## src/rtl/mp_addsub.sv

```systemverilog
// mp_addsub: iterative multi-precision adder/subtractor.
// Operands are consumed ADDER_WIDTH bits per clock, LSB chunk first.
// Optional feature macro: MP_ADDSUB_OVF_EN adds the oOvf signed-overflow output.
module mp_addsub #(
  parameter int unsigned OPERAND_WIDTH = 128,
  parameter int unsigned ADDER_WIDTH   = 16
) (
  input  logic                     iClk,
  input  logic                     iRstN,
  input  logic                     iStart,
  input  logic                     iSub,
  input  logic [OPERAND_WIDTH-1:0] iOpA,
  input  logic [OPERAND_WIDTH-1:0] iOpB,
  output logic [OPERAND_WIDTH:0]   oRes,
  output logic                     oDone,
  output logic                     oBusy
`ifdef MP_ADDSUB_OVF_EN
  ,
  output logic                     oOvf
`endif
);

  localparam int unsigned OW    = OPERAND_WIDTH;
  localparam int unsigned AW    = ADDER_WIDTH;
  localparam int unsigned N     = OW / AW;
  localparam int unsigned CNT_W = (N > 1) ? $clog2(N) : 1;
  localparam logic [CNT_W-1:0] LAST_CNT = CNT_W'(N - 1);

  typedef enum logic [1:0] {
    IDLE = 2'd0,
    CALC = 2'd1,
    DONE = 2'd2
  } stateT;

  stateT            state;
  stateT            stateNext;
  logic [OW-1:0]    opA;
  logic [OW-1:0]    opB;
  logic [OW-1:0]    resAcc;
  logic [OW-1:0]    resNext;
  logic             carry;
  logic             subOp;
  logic [CNT_W-1:0] cnt;
  logic [AW:0]      chunkSum;
  logic             lastChunk;
  logic             loadOp;
  logic             stepOp;

  // One chunk of the ripple: low chunk of A plus low chunk of (possibly inverted) B plus carry
  assign chunkSum  = {1'b0, opA[AW-1:0]} + {1'b0, opB[AW-1:0]} + {{AW{1'b0}}, carry};
  // Result accumulator with the new sum chunk entering from the MSB end
  assign resNext   = OW'({chunkSum[AW-1:0], resAcc} >> AW);
  assign lastChunk = (cnt == LAST_CNT);

  // State register
  always_ff @(posedge iClk or negedge iRstN) begin
    if (!iRstN) begin
      state <= IDLE;
    end else begin
      state <= stateNext;
    end
  end

  // Next-state and datapath strobes; a start during CALC is ignored
  always_comb begin
    stateNext = state;
    loadOp    = 1'b0;
    stepOp    = 1'b0;
    case (state)
      IDLE, DONE: begin
        if (iStart) begin
          stateNext = CALC;
          loadOp    = 1'b1;
        end else begin
          stateNext = IDLE;
        end
      end
      CALC: begin
        stepOp = 1'b1;
        if (lastChunk) begin
          stateNext = DONE;
        end
      end
      default: stateNext = IDLE;
    endcase
  end

  // Operand shift registers, carry chain, chunk counter and result capture
  always_ff @(posedge iClk or negedge iRstN) begin
    if (!iRstN) begin
      opA    <= '0;
      opB    <= '0;
      resAcc <= '0;
      carry  <= 1'b0;
      subOp  <= 1'b0;
      cnt    <= '0;
      oRes   <= '0;
`ifdef MP_ADDSUB_OVF_EN
      oOvf   <= 1'b0;
`endif
    end else if (loadOp) begin
      opA   <= iOpA;
      opB   <= iSub ? ~iOpB : iOpB;
      carry <= iSub;
      subOp <= iSub;
      cnt   <= '0;
    end else if (stepOp) begin
      opA    <= opA >> AW;
      opB    <= opB >> AW;
      carry  <= chunkSum[AW];
      resAcc <= resNext;
      cnt    <= cnt + CNT_W'(1);
      if (lastChunk) begin
        // Top bit is carry for add, borrow (inverted carry) for subtract
        oRes <= {subOp ? ~chunkSum[AW] : chunkSum[AW], resNext};
`ifdef MP_ADDSUB_OVF_EN
        // Carry into the MSB is a^b^s at that bit; XOR with carry out gives signed overflow
        oOvf <= opA[AW-1] ^ opB[AW-1] ^ chunkSum[AW-1] ^ chunkSum[AW];
`endif
      end
    end
  end

  // Registered status flags follow the next state
  always_ff @(posedge iClk or negedge iRstN) begin
    if (!iRstN) begin
      oBusy <= 1'b0;
      oDone <= 1'b0;
    end else begin
      oBusy <= (stateNext == CALC);
      oDone <= (stateNext == DONE);
    end
  end

endmodule
```

## config.mk

```make
export PLATFORM = sky130hd
export DESIGN_NAME = mp_addsub
export DESIGN_NICKNAME = d
export VERILOG_FILES = /design/src/rtl/mp_addsub.sv
export SDC_FILE = /design/constraint.sdc
export NUM_CORES = 1
export LEC_CHECK = 0
export ABC_AREA = 1
export ABC_CLOCK_PERIOD_IN_PS = 1800
export BUFFER_PORTS_ARGS = -buffer_cell sky130_fd_sc_hd__buf_2
export CAP_MARGIN = 20
export CORE_MARGIN = 2
export CORE_UTILIZATION = 52
export CTS_BUF_LIST = sky130_fd_sc_hd__clkbuf_8
export CTS_CLUSTER_SIZE = 10
export DETAILED_ROUTE_END_ITERATION = 7
export PLACE_DENSITY_LB_ADDON = 0.15
export SYNTH_ARGS = -nofsm -noshare
export SYNTH_HDL_FRONTEND = slang
export SYNTH_SLANG_ARGS = --single-unit
```

## constraint.sdc

```tcl
create_clock -name iClk -period 1.8 [get_ports iClk]
set_input_delay 0.18 -clock iClk [delete_from_list [all_inputs] [get_ports iClk]]
set_output_delay 0.18 -clock iClk [all_outputs]
set_load 0.02 [all_outputs]
```

Word-level counts from Yosys, hierarchy flattened
Index checks and enable logic that the tools add are counted.
{"block": "totals", "elab_cells": 42, "output_inout_bits": 131, "in_bits": 260, "reg_bits": 522}
{"block": "classes", "muxes": 16, "add_sub_neg": 3, "n_eq_ne": 5, "reduce_logical": 5, "bitwise_logic": 3}
{"operator": "$mux W128", "n": 5}
{"operator": "$not A128 Y128", "n": 1}
{"operator": "$add A16 B16 Y17", "n": 1}
{"operator": "$add A17 B1 Y17", "n": 1}
{"operator": "$mux W1", "n": 7}
{"operator": "$mux W3", "n": 2}
{"operator": "$eq A2 B1 Y1 const B", "n": 2}
{"operator": "$eq A2 B2 Y1 const B", "n": 2}
{"operator": "$pmux W2 S2", "n": 1}
{"operator": "$add A3 B1 Y3 const B", "n": 1}
{"operator": "$eq A3 B3 Y1 const B", "n": 1}
{"operator": "$reduce_and A3 Y1", "n": 1}
{"operator": "$logic_not A2 Y1", "n": 1}
{"operator": "$mux W2", "n": 1}
{"operator": "$not A1 Y1", "n": 2}
{"operator": "$reduce_and A2 Y1", "n": 1}
{"operator": "$reduce_bool A2 Y1", "n": 1}
{"operator": "$reduce_or A2 Y1", "n": 1}

Longest topological paths before layout
Gate-level depths: netlist of run 1.
{"block": "depth", "ltp_word": 5, "depth_mapped": 13}

Worst setup path after synthesis of run 1
Ideal clock, no wire load.
{"block": "synth_timing", "kind": "register to register", "startpoint": "reg opA[0]", "endpoint": "reg resAcc[118]", "setup_time_ns": 0.130, "synth_period_minus_slack_ns": 1.891, "arrival_ns": 1.761, "setup_slack_ns": -0.091, "t_required_ns": 1.670, "path_stages_with_launch": 12, "path_cell_list": "dfrtp_1 fa_1 inv_1 fa_1 inv_1 nand2_1 nand2_1 nand3_1 nand2_1 or2_2 nand3_1 o21ai_0"}
{"block": "synth_between", "elab_chain_cells": 2}
{"item": "start, declared", "line_no": "37", "source": "logic [OW-1:0] opA;"}
{"item": "start signal, assigned", "line_no": "102", "source": "opA <= iOpA;"}
{"item": "start signal, assigned", "line_no": "108", "source": "opA <= opA >> AW;"}
{"item": "$add A16 B16 Y17", "line_no": "50", "source": "assign chunkSum = {1'b0, opA[AW-1:0]} + {1'b0, opB[AW-1:0]} + {{AW{1'b0}}, carry};"}
{"item": "$add A17 B1 Y17", "line_no": "50"}
{"item": "end signal, assigned", "line_no": "111", "source": "resAcc <= resNext;"}
{"item": "end, declared", "line_no": "39", "source": "logic [OW-1:0] resAcc;"}
Every way passes these cells.
A chain may end at the register's enable or synchronous reset.

Final worst setup path of run 1
{"block": "layout_timing", "startpoint": "reg carry", "endpoint": "reg resAcc[120]"}
{"block": "layout_between", "elab_chain_cells": 1}
{"item": "start, declared", "line_no": "41", "source": "logic carry;"}
{"item": "start signal, assigned", "line_no": "104", "source": "carry <= iSub;"}
{"item": "start signal, assigned", "line_no": "110", "source": "carry <= chunkSum[AW];"}
{"item": "$add A17 B1 Y17", "line_no": "50"}
Every way passes these cells.

==> metrics.yaml, run 1 <==
cts:
  cts_made_buffers: 83
  cts_tree: "yes"
  cts_max_level: 3
  clock_sinks: 506
  insertion_delay_ns: 0.65
  cts-root-buf: "clkbuf_8"
  cts_buffer_depth: 3
  path_clk_slew_ns: 0.06
power_and_ir_drop:
  clkPwrFrac_pct: 18.9
  power_frac_seq_pct: 37.1
  power_density_nw_per_um2: 1785
  switchingPower_mw: 21.86
  swShare_pct: 42.05
  power.internal_mw: 30.12
  vdd_ir_drop_max_mv: 1.255
  comb_power_share_pct: 43.9
  leakagePower_nw: 14.38
worst_setup_path:
  worstPathCellList: "fa_2 -> inv_2 -> fa_2 -> inv_2 -> nand2_2 -> nand2_4 -> nand3_2 -> nand2_4 -> or2_4 -> nand3_1 -> o21ai_1"
  path_delay_family: "simple AND/OR/NAND/NOR gates"
  cp-start-kind: "flip-flop"
  worstPathArrival_ns: 2.48
  r2r_cells: 11
  worst-path-stages: 11
  slowest_stage: "dfrtp_1"
  end_kind: "flip-flop"
  critPathBufInv: 2
  critPathRequiredTime_ns: 2.32
  crit_type: "reg -> reg"
  cp_max_fo: 4
  max_stage_delay_ns: 0.40
grt:
  grt_pass1_wl_mm: 106.2
  grt_max_degree: 120
  track_usage_pct: 31.00
  grt.busiest_layer: "met2"
  antenna_found_initial: 8
  grt_use_met1_pct: 41.13
  overflow: 0
  use_met2_pct: 50.72
  grt_pass1_vias: 19750
  use_met3_pct: 5.831
timing:
  finalCritPeriodShare_pct: 108.7
  fin_crit_ns: 1.957
  maxSlewHeadroom_pct: 58.81
  finClkSkew_ns: 0.03695
  hold_viol_final: 0
  rsz0062_at_grt: "true"
  setup_viol: 14
  drv_slew: 0
  tightest_slew_ns: 0.6178
  max_freq_mhz: 511.1
  fin_ws_ns: -0.1567
  whs_ns: 0.02275
place:
  port_buffers: 390
  gp_congestion: 0.9043
  dp_hpwl_mm: 43.67
  dpl_worst_slack_ns: -0.1577
cells_and_area:
  num-nets-final: 3287
  layout-drive-gt1-share_pct: 20.38
  layout_commonest_cell: "nand2_1"
  layout_common_cells: "544 x nand2_1, 506 x dfrtp_1, 388 x buf_2"
  syn_to_final_growth_pct: 32.99
detailed_routing:
  drc: 0
  firstDrtPassIters: 6
  vias: 19700
  wl_per_cell_um: 18.94
  antenna_left: 0
  wl_mm: 68.42
  first_iter_violations: 1908
  via_per_inst: 5.454
synthesis:
  yosysSeqAreaShare_pct: 57.82
  syn_nets: 2656
  ys_seq_elements: 506
  ys_types: 27
  synth_area_per_cell_um2: 9.213
  syn_inst: 2377
  netlist_area_um2: 21900
  yosys_warnings: 0
floorplanning:
  die_x_um: 209.2
  ios: 391
  coreArea_um2: 41760
  die_h_um: 209.2
  initial_core_util_pct: 52.44
  die-area_um2: 43770
  rows: 75
run:
  cap_violations: 0
outcome:
  violations: "setup timing"
  status: "finished with violations"
hold_path:
  hold_path_class: "in -> async"
## power groups by stage
stage	Sequential, mW	Clock (mW)	Combinational (mW)
finish	19.3	9.84	22.8
detailed placement	19.3	0	21.1
global placement	19.2	0	20.6
CTS	19.2	10.0	21.9
global route	19.8	10.5	25.2
floorplan	20.2	0	12.5
## what timing repair did
action	CTS	global route
cloned	0	1
endpoints found under the hold margin	689	0
gates resized for setup	17	44
setup endpoints to repair	16	74
hold buffers	257	0
setup buffers	1	2
pin swaps	9	19
## per-layer routing
| metal | part of all wire (%) | wire length, um | up-vias |
|---|---|---|---|
| li1 | - | - | 9198 |
| met1 | 42 | 28590 | 9509 |
| met2 | 48 | 33160 | 819 |
| met3 | 6.3 | 4338 | 167 |
| met4 | 3.3 | 2286 | 6 |
| met5 | 0.058 | 40 | - |
## metrics by stage
stage               TNS, ns  area [um^2]  instances  total power, mW  utilization [%]
finish               -1.023        29120       3612            51.97            69.74
global placement    -0.6788        24580       3201            39.81            58.86
CTS                 -0.4445        28860       3603            51.04            69.11
floorplan                 0        21910       2377            32.73                -
detailed placement   -1.378        24580       3201            40.41            58.86
global route         -2.465        29120       3611            55.55            69.74
## area by class of cell
type	count	area (um^2)
tap	539	674.4
multi-input combinational	1348	7412
fill	3067	12630
timing repair buffer	706	5359
clock inverter	41	209.0
inverter	363	1375
sequential	506	12660
antenna	6	15.01
clock buffer	103	1418
## path summary, 6_finish.rpt
path	start	end	slack (ns)
hold / removal	iRstN	opA[105]$_DFFE_PN0P_	0.02
hold reg to reg	resAcc[21]$_DFFE_PN0P_	oRes[5]$_DFFE_PN0P_	0.47
min in group iClk	iSub	opB[43]$_DFFE_PN0P_	0.14
max in group asynchronous	iRstN	opA[18]$_DFFE_PN0P_	0.90
setup / recovery	carry$_DFFE_PN0P_	resAcc[120]$_DFFE_PN0P_	-0.16
setup reg to reg	carry$_DFFE_PN0P_	resAcc[120]$_DFFE_PN0P_	-0.16
## state kept, by name, summed over array words and instances, names as in the netlist
register / flops
state: 2
oRes: 129
resAcc: 112
cnt: 3
oBusy: 1
opB: 128
oDone: 1
carry: 1
opA: 128
subOp: 1
## logic make-up after synthesis
family | after synthesis | share of synthesized area, %
buffers and inverters | 523 | 9.724
flip-flops | 506 | 57.82
AND/OR/NAND/NOR | 622 | 11.03
AO/OA/AOI/OAI | 688 | 19.52
XOR/XNOR | 19 | 0.7599
adder cells (fa/ha/maj) | 19 | 1.154
## cells in the mapped netlist
| cell | count | area, um^2 |
|---|---|---|
| nand3_1 | 33 | 165.2 |
| a22o_1 | 2 | 17.52 |
| inv_1 | 359 | 1348 |
| nand2_1 | 566 | 2125 |
| or2_1 | 5 | 31.28 |
| nor2_4 | 1 | 11.26 |
| buf_6 | 2 | 22.52 |
| o211ai_1 | 30 | 225.2 |
| a21oi_1 | 121 | 605.6 |
| buf_4 | 9 | 67.56 |
| fa_1 | 2 | 40.04 |
| o221ai_1 | 194 | 1699 |
| nor2_1 | 9 | 33.78 |
| nor3_1 | 4 | 20.02 |
| xnor2_1 | 17 | 148.9 |
| buf_1 | 6 | 22.52 |
| inv_2 | 4 | 15.01 |
| xor2_1 | 2 | 17.52 |
| nand3b_1 | 3 | 22.52 |
| o21ai_1 | 11 | 55.05 |
| o22ai_1 | 16 | 100.1 |
| ha_1 | 17 | 212.7 |
| or2_2 | 1 | 6.260 |
| dfrtp_1 | 506 | 12660 |
| buf_2 | 94 | 470.5 |
| clkbuf_1 | 49 | 183.9 |
| o21ai_0 | 314 | 1572 |
Note: power is estimated with default switching activity, not from simulation.
==> run 2, diff against run 1 <==
Settings changed: PLACE_DENSITY set to 0.75, PLACE_DENSITY_LB_ADDON 0.15 to not set.
==> run 2 against run 1 <==
  * The run still ends with setup timing left
  * Sequential share of layout area up 0.10 points
  * Power down 1.2%
  * Register-to-register slack improved by 0.03 ns
  * Clock power down 0.7%
  * Cell count hardly changed
  * Largest power group unchanged
  * Highest routed layer unchanged
==> metrics.yaml, run 2 (synthesized netlist as in run 1, its figures left out) <==
cells_and_area:
  syn_to_final_growth_pct: 32.68
  layout-drive-gt1-share_pct: 19.55
  num-nets-final: 3289
  layout_common_cells: "555 x nand2_1, 506 x dfrtp_1, 388 x buf_2"
  fillers: 2980
  final_cells: 3615
  postLayoutCoreUtil_pct: 69.58
  regMostFlops: "oRes"
  largestRegisters: "oRes x129, opA x128, opB x128"
  layout_commonest_cell: "nand2_1"
  largest_reg_flops: 129
detailed_routing:
  vias: 20260
  wl_per_cell_um: 19.42
  via_per_inst: 5.605
  wl_mm: 70.20
  first_iter_violations: 2288
  firstDrtPassIters: 7
  antenna_left: 0
  drc: 0
outcome:
  violations: "setup timing"
  status: "finished with violations"
worst_setup_path:
  worst-path-stages: 11
  startpoint: "carry$_DFFE_PN0P_"
  cp-start-kind: "flip-flop"
  path_delay_family: "adder cells"
  r2r_cells: 11
  worstPathCellList: "fa_2 -> inv_2 -> fa_2 -> inv_2 -> nand2_2 -> nand2_4 -> nand3_2 -> nand2_4 -> or2_4 -> nand3_2 -> o21ai_1"
  endpoint: "resAcc[118]$_DFFE_PN0P_"
  r2r_start: "carry$_DFFE_PN0P_"
  ff2ff_setup_slack_ns: -0.12
  slowest_stage: "dfrtp_1"
  max_stage_delay_ns: 0.40
  critPathRequiredTime_ns: 2.30
  worstPathArrival_ns: 2.42
  cp_max_fo: 4
  reg2reg_to: "resAcc[118]$_DFFE_PN0P_"
  crit_type: "reg -> reg"
  critPathBufInv: 2
  end_kind: "flip-flop"
timing:
  hold_viol_final: 0
  max_freq_mhz: 519.9
  fin_ws_ns: -0.1236
  rsz0062_at_grt: "true"
  whs_ns: 0.07263
  finClkSkew_ns: 0.02160
  setup_viol: 14
  maxSlewHeadroom_pct: 59.55
  drv_slew: 0
  tns_ns: -0.7185
  fin_crit_ns: 1.924
  finalCritPeriodShare_pct: 106.9
  tightest_slew_ns: 0.6067
floorplanning:
  coreArea_um2: 41760
  die_h_um: 209.2
  die_x_um: 209.2
  ios: 391
  rows: 75
  initial_core_util_pct: 52.44
  die-area_um2: 43770
cts:
  cts_buffer_depth: 3
  clock_sinks: 506
  path_clk_slew_ns: 0.06
  insertion_delay_ns: 0.64
  cts_max_level: 3
  cts-root-buf: "clkbuf_8"
  cts_tree: "yes"
  cts_made_buffers: 82
run:
  cap_violations: 0
place:
  placedCellCount: 3203
  gp_congestion: 0.8703
  dp_hpwl_mm: 44.30
  port_buffers: 390
power_and_ir_drop:
  total_power_mw: 51.36
  power_density_nw_per_um2: 1768
  leakagePower_nw: 14.38
  vdd_ir_drop_max_mv: 1.242
grt:
  overflow: 0
  track_usage_pct: 32.10
  grt_pass1_wl_mm: 110.0
  grt_pass1_vias: 20350
  grt_max_degree: 126
  antenna_found_initial: 8
hold_path:
  hold_path_class: "in -> async"
==> run 2: layout make-up <==
| class | count | area, um^2 | area share [%] |
|---|---|---|---|
| sequential | 506 | 12660 | 43.58 |
| multi-input combinational | 1348 | 7256 | 24.97 |
| timing repair buffer | 709 | 5454 | 18.77 |
| clock buffer | 107 | 1473 | 5.068 |
| inverter | 363 | 1371 | 4.719 |
| tap | 539 | 674.4 | 2.321 |
| clock inverter | 36 | 148.9 | 0.5124 |
| antenna | 7 | 17.52 | 0.06029 |
==> run 2: worst reg2reg max path: stages, from the launching register on <==
cell and delay [ns]:
dfrtp_1 0.40, fa_2 0.40, inv_2 0.07, fa_2 0.22, inv_2 0.04, nand2_2 0.07
nand2_4 0.06, nand3_2 0.09, nand2_4 0.07, or2_4 0.26, nand3_2 0.05, o21ai_1 0.07
==> run 2: where the power goes <==
group          leakage, nW  internal [mW]  total, mW  switching, mW
logic                 7.08           7.83       22.3           14.5
clock network        0.944           5.28       9.77           4.49
registers             6.36           16.7       19.2           2.57
total                 14.4           29.8       51.4           21.6
==> run 2: timing repair <==
item,CTS,global route
setup endpoints to repair,12,25
resized for setup,10,18
buffers inserted,2,2
hold endpoints to repair,764,0
hold buffers,258,0
pin swaps,8,5
==> run 2: layer usage <==
layer | global-route usage, % | up-vias | share of wire, %
met1 | 41.45 | 9732 | 40
met2 | 52.28 | 1060 | 48
met4 | 15.54 | 4 | 4.8
met3 | 6.387 | 264 | 7.3
li1 | - | 9202 | -
met5 | 0 | - | 0.043
==> run 2: how the worst min path moves through the flow <==
stage | end | from | cells past startpoint | slack, ns
6_report | resAcc[38]$_DFFE_PN0P_ | iRstN | 2 | 0.07
5_1_grt | oRes[0]$_DFFE_PN0P_ | iRstN | 2 | 0.06
4_1_cts | oRes[2]$_DFFE_PN0P_ | iRstN | 2 | 0.02
3_5_place_dp | oRes[0]$_DFFE_PN0P_ | iRstN | 1 | 0.10
3_3_place_gp | oRes[2]$_DFFE_PN0P_ | iRstN | 1 | 0.09
2_1_floorplan | carry$_DFFE_PN0P_ | iRstN | 0 | -0.12
==> run 2: per-stage QoR <==
stage	cell area (um^2)	setup slack, ns
2_1_floorplan	21910	0.0003455
3_3_place_gp	24680	-0.1238
3_5_place_dp	24680	-0.1501
4_1_cts	28930	-0.09806
5_1_grt	29050	-0.1945
6_report	29060	-0.1236
==> run 3, diff against run 2 <==
Settings changed: REMOVE_ABC_BUFFERS set to 1.
==> run 3 against run 2 <==
  * Highest routed layer is now met4
  * The flow still finishes with violations (setup timing)
  * Critical endpoint is now resAcc[117]$_DFFE_PN0P_
  * Via count fell by 0.24%
  * Hold slack gained 0.0015 ns
  * Register-to-register slack improved by 0.03 ns
  * Non-clock buffer count is 6 higher
  * Power barely moved
==> metrics.yaml, run 3 (synthesized netlist as in run 1, its figures left out) <==
outcome:
  status: "finished with violations"
  violations: "setup timing"
cells_and_area:
  num-nets-final: 3296
  layout-drive-gt1-share_pct: 20.68
  syn_to_final_growth_pct: 33.28
  layout_commonest_cell: "nand2_1"
  largestRegisters: "oRes x129, opA x128, opB x128"
  final_cells: 3617
  regMostFlops: "oRes"
  postLayoutCoreUtil_pct: 69.90
  layout_common_cells: "538 x nand2_1, 506 x dfrtp_1, 388 x buf_2"
  largest_reg_flops: 129
  fillers: 2961
detailed_routing:
  first_iter_violations: 1793
  firstDrtPassIters: 6
  wl_mm: 66.07
  drc: 0
  via_per_inst: 5.589
  wl_per_cell_um: 18.27
  antenna_left: 0
  vias: 20210
worst_setup_path:
  critPathRequiredTime_ns: 2.29
  cp-start-kind: "flip-flop"
  cpMostUsedCell: "nand2_4"
  worstPathCellList: "fa_2 -> buf_4 -> buf_6 -> nand2_4 -> nand2_4 -> nand3b_1 -> nand2_2 -> or2_1 -> nand3_2 -> o21ai_1"
  end_kind: "flip-flop"
  crit_type: "reg -> reg"
  cp_max_fo: 4
  worstPathArrival_ns: 2.38
  slowest_stage: "dfrtp_1"
  max_stage_delay_ns: 0.40
  r2r_cells: 10
  ff2ff_setup_slack_ns: -0.09
grt:
  track_usage_pct: 30.09
  antenna_found_initial: 2
  grt_pass1_vias: 20440
  grt_pass1_wl_mm: 105.2
  overflow: 0
  grt_max_degree: 150
cts:
  cts_max_level: 3
  insertion_delay_ns: 0.63
  cts_tree: "yes"
  cts_buffer_depth: 3
  cts_made_buffers: 83
  cts-root-buf: "clkbuf_8"
  path_clk_slew_ns: 0.07
  clock_sinks: 506
floorplanning:
  rows: 75
  die_x_um: 209.2
  ios: 391
  initial_core_util_pct: 52.44
  coreArea_um2: 41760
  die_h_um: 209.2
  die-area_um2: 43770
timing:
  tightest_slew_ns: 0.5478
  finClkSkew_ns: 0.02175
  drv_slew: 0
  fin_ws_ns: -0.09415
  hold_viol_final: 0
  setup_viol: 17
  whs_ns: 0.07414
  maxSlewHeadroom_pct: 63.10
  finalCritPeriodShare_pct: 105.2
  rsz0062_at_grt: "true"
  max_freq_mhz: 527.9
  fin_crit_ns: 1.894
power_and_ir_drop:
  switchingPower_mw: 21.38
  power_frac_seq_pct: 37.5
  swShare_pct: 41.61
  vdd_ir_drop_max_mv: 0.9990
  power.internal_mw: 30.00
  total_power_mw: 51.38
  clkPwrFrac_pct: 19.1
  power_density_nw_per_um2: 1760
  comb_power_share_pct: 43.5
  leakagePower_nw: 14.46
place:
  gp_congestion: 0.8808
  placedCellCount: 3210
  dpl_worst_slack_ns: -0.2196
  dp_hpwl_mm: 38.08
  port_buffers: 390
run:
  cap_violations: 0
hold_path:
  hold_path_class: "in -> async"
run 3: cell count changes in the layout (fill, tap and decap cells not counted), moves of 2 or more:
cell,delta
nand2_1,-17
nand3_1,-11
buf_12,-8
buf_4,+9
clkbuf_8,-4
buf_16,+2
nand2_2,+15
diode_2,-5
nand2_4,+2
nand3_2,+10
buf_6,+3
inv_4,+2
run 3: cell type report:
type | instances | area (um^2) | area share [%]
antenna | 2 | 5.005 | 0.01715
clock buffer | 103 | 1418 | 4.857
clock inverter | 41 | 210.2 | 0.7202
inverter | 363 | 1375 | 4.711
multi-input combinational | 1348 | 7378 | 25.28
sequential | 506 | 12660 | 43.38
tap | 539 | 674.4 | 2.311
timing repair buffer | 715 | 5465 | 18.72
run 3: path summary, 6_finish.rpt:
path / end / startpoint
min in group iClk: opB[120]$_DFFE_PN0P_ / iSub
worst min-delay path: opA[121]$_DFFE_PN0P_ / iRstN
worst max-delay path: resAcc[117]$_DFFE_PN0P_ / opA[0]$_DFFE_PN0P_
worst max register to register: resAcc[117]$_DFFE_PN0P_ / opA[0]$_DFFE_PN0P_
max in group asynchronous: opB[71]$_DFFE_PN0P_ / iRstN
worst min register to register: oRes[14]$_DFFE_PN0P_ / resAcc[30]$_DFFE_PN0P_
run 3: what timing repair did:
action	4_1_cts	5_1_grt
cloned	0	1
hold buffers	257	0
pin swaps	8	21
gates resized for setup	20	52
endpoints found under the setup margin	20	84
endpoints found under the hold margin	626	0
buffers inserted	2	1
run 3: power by group through the flow:
stage	registers (mW)	clock network, mW	logic, mW
5_1_grt	19.7	10.5	24.7
2_1_floorplan	20.2	0	10.9
6_report	19.2	9.80	22.3
4_1_cts	19.1	9.99	21.0
3_3_place_gp	19.0	0	19.6
3_5_place_dp	19.2	0	20.2
run 3: through the flow:
step	setup TNS, ns	instance area (um^2)
floorplan	-2621.20	21130
global route	-3.276	29190
finish	-0.6955	29190
global placement	-1.354	24650
detailed placement	-1.926	24650
CTS	-0.4526	28920
run 3: metal layers:
| metal | routed length (um) | GRT usage (%) | vias up |
|---|---|---|---|
| met5 | 0 | 0 | - |
| met3 | 4713 | 5.951 | 289 |
| li1 | - | - | 9206 |
| met1 | 26290 | 38.07 | 9669 |
| met2 | 31160 | 48.36 | 1050 |
| met4 | 3906 | 17.88 | 0 |
run 3: worst max-delay path, delay by kind of cell (launching register included):
kind / cells / cell delay (ns)
AOI/OAI and AO/OA: 1 / 0.07
adders and majority gates: 1 / 0.40
DFF: 1 / 0.40
and+or+nand+nor: 6 / 0.66
buffers and inverters: 2 / 0.25
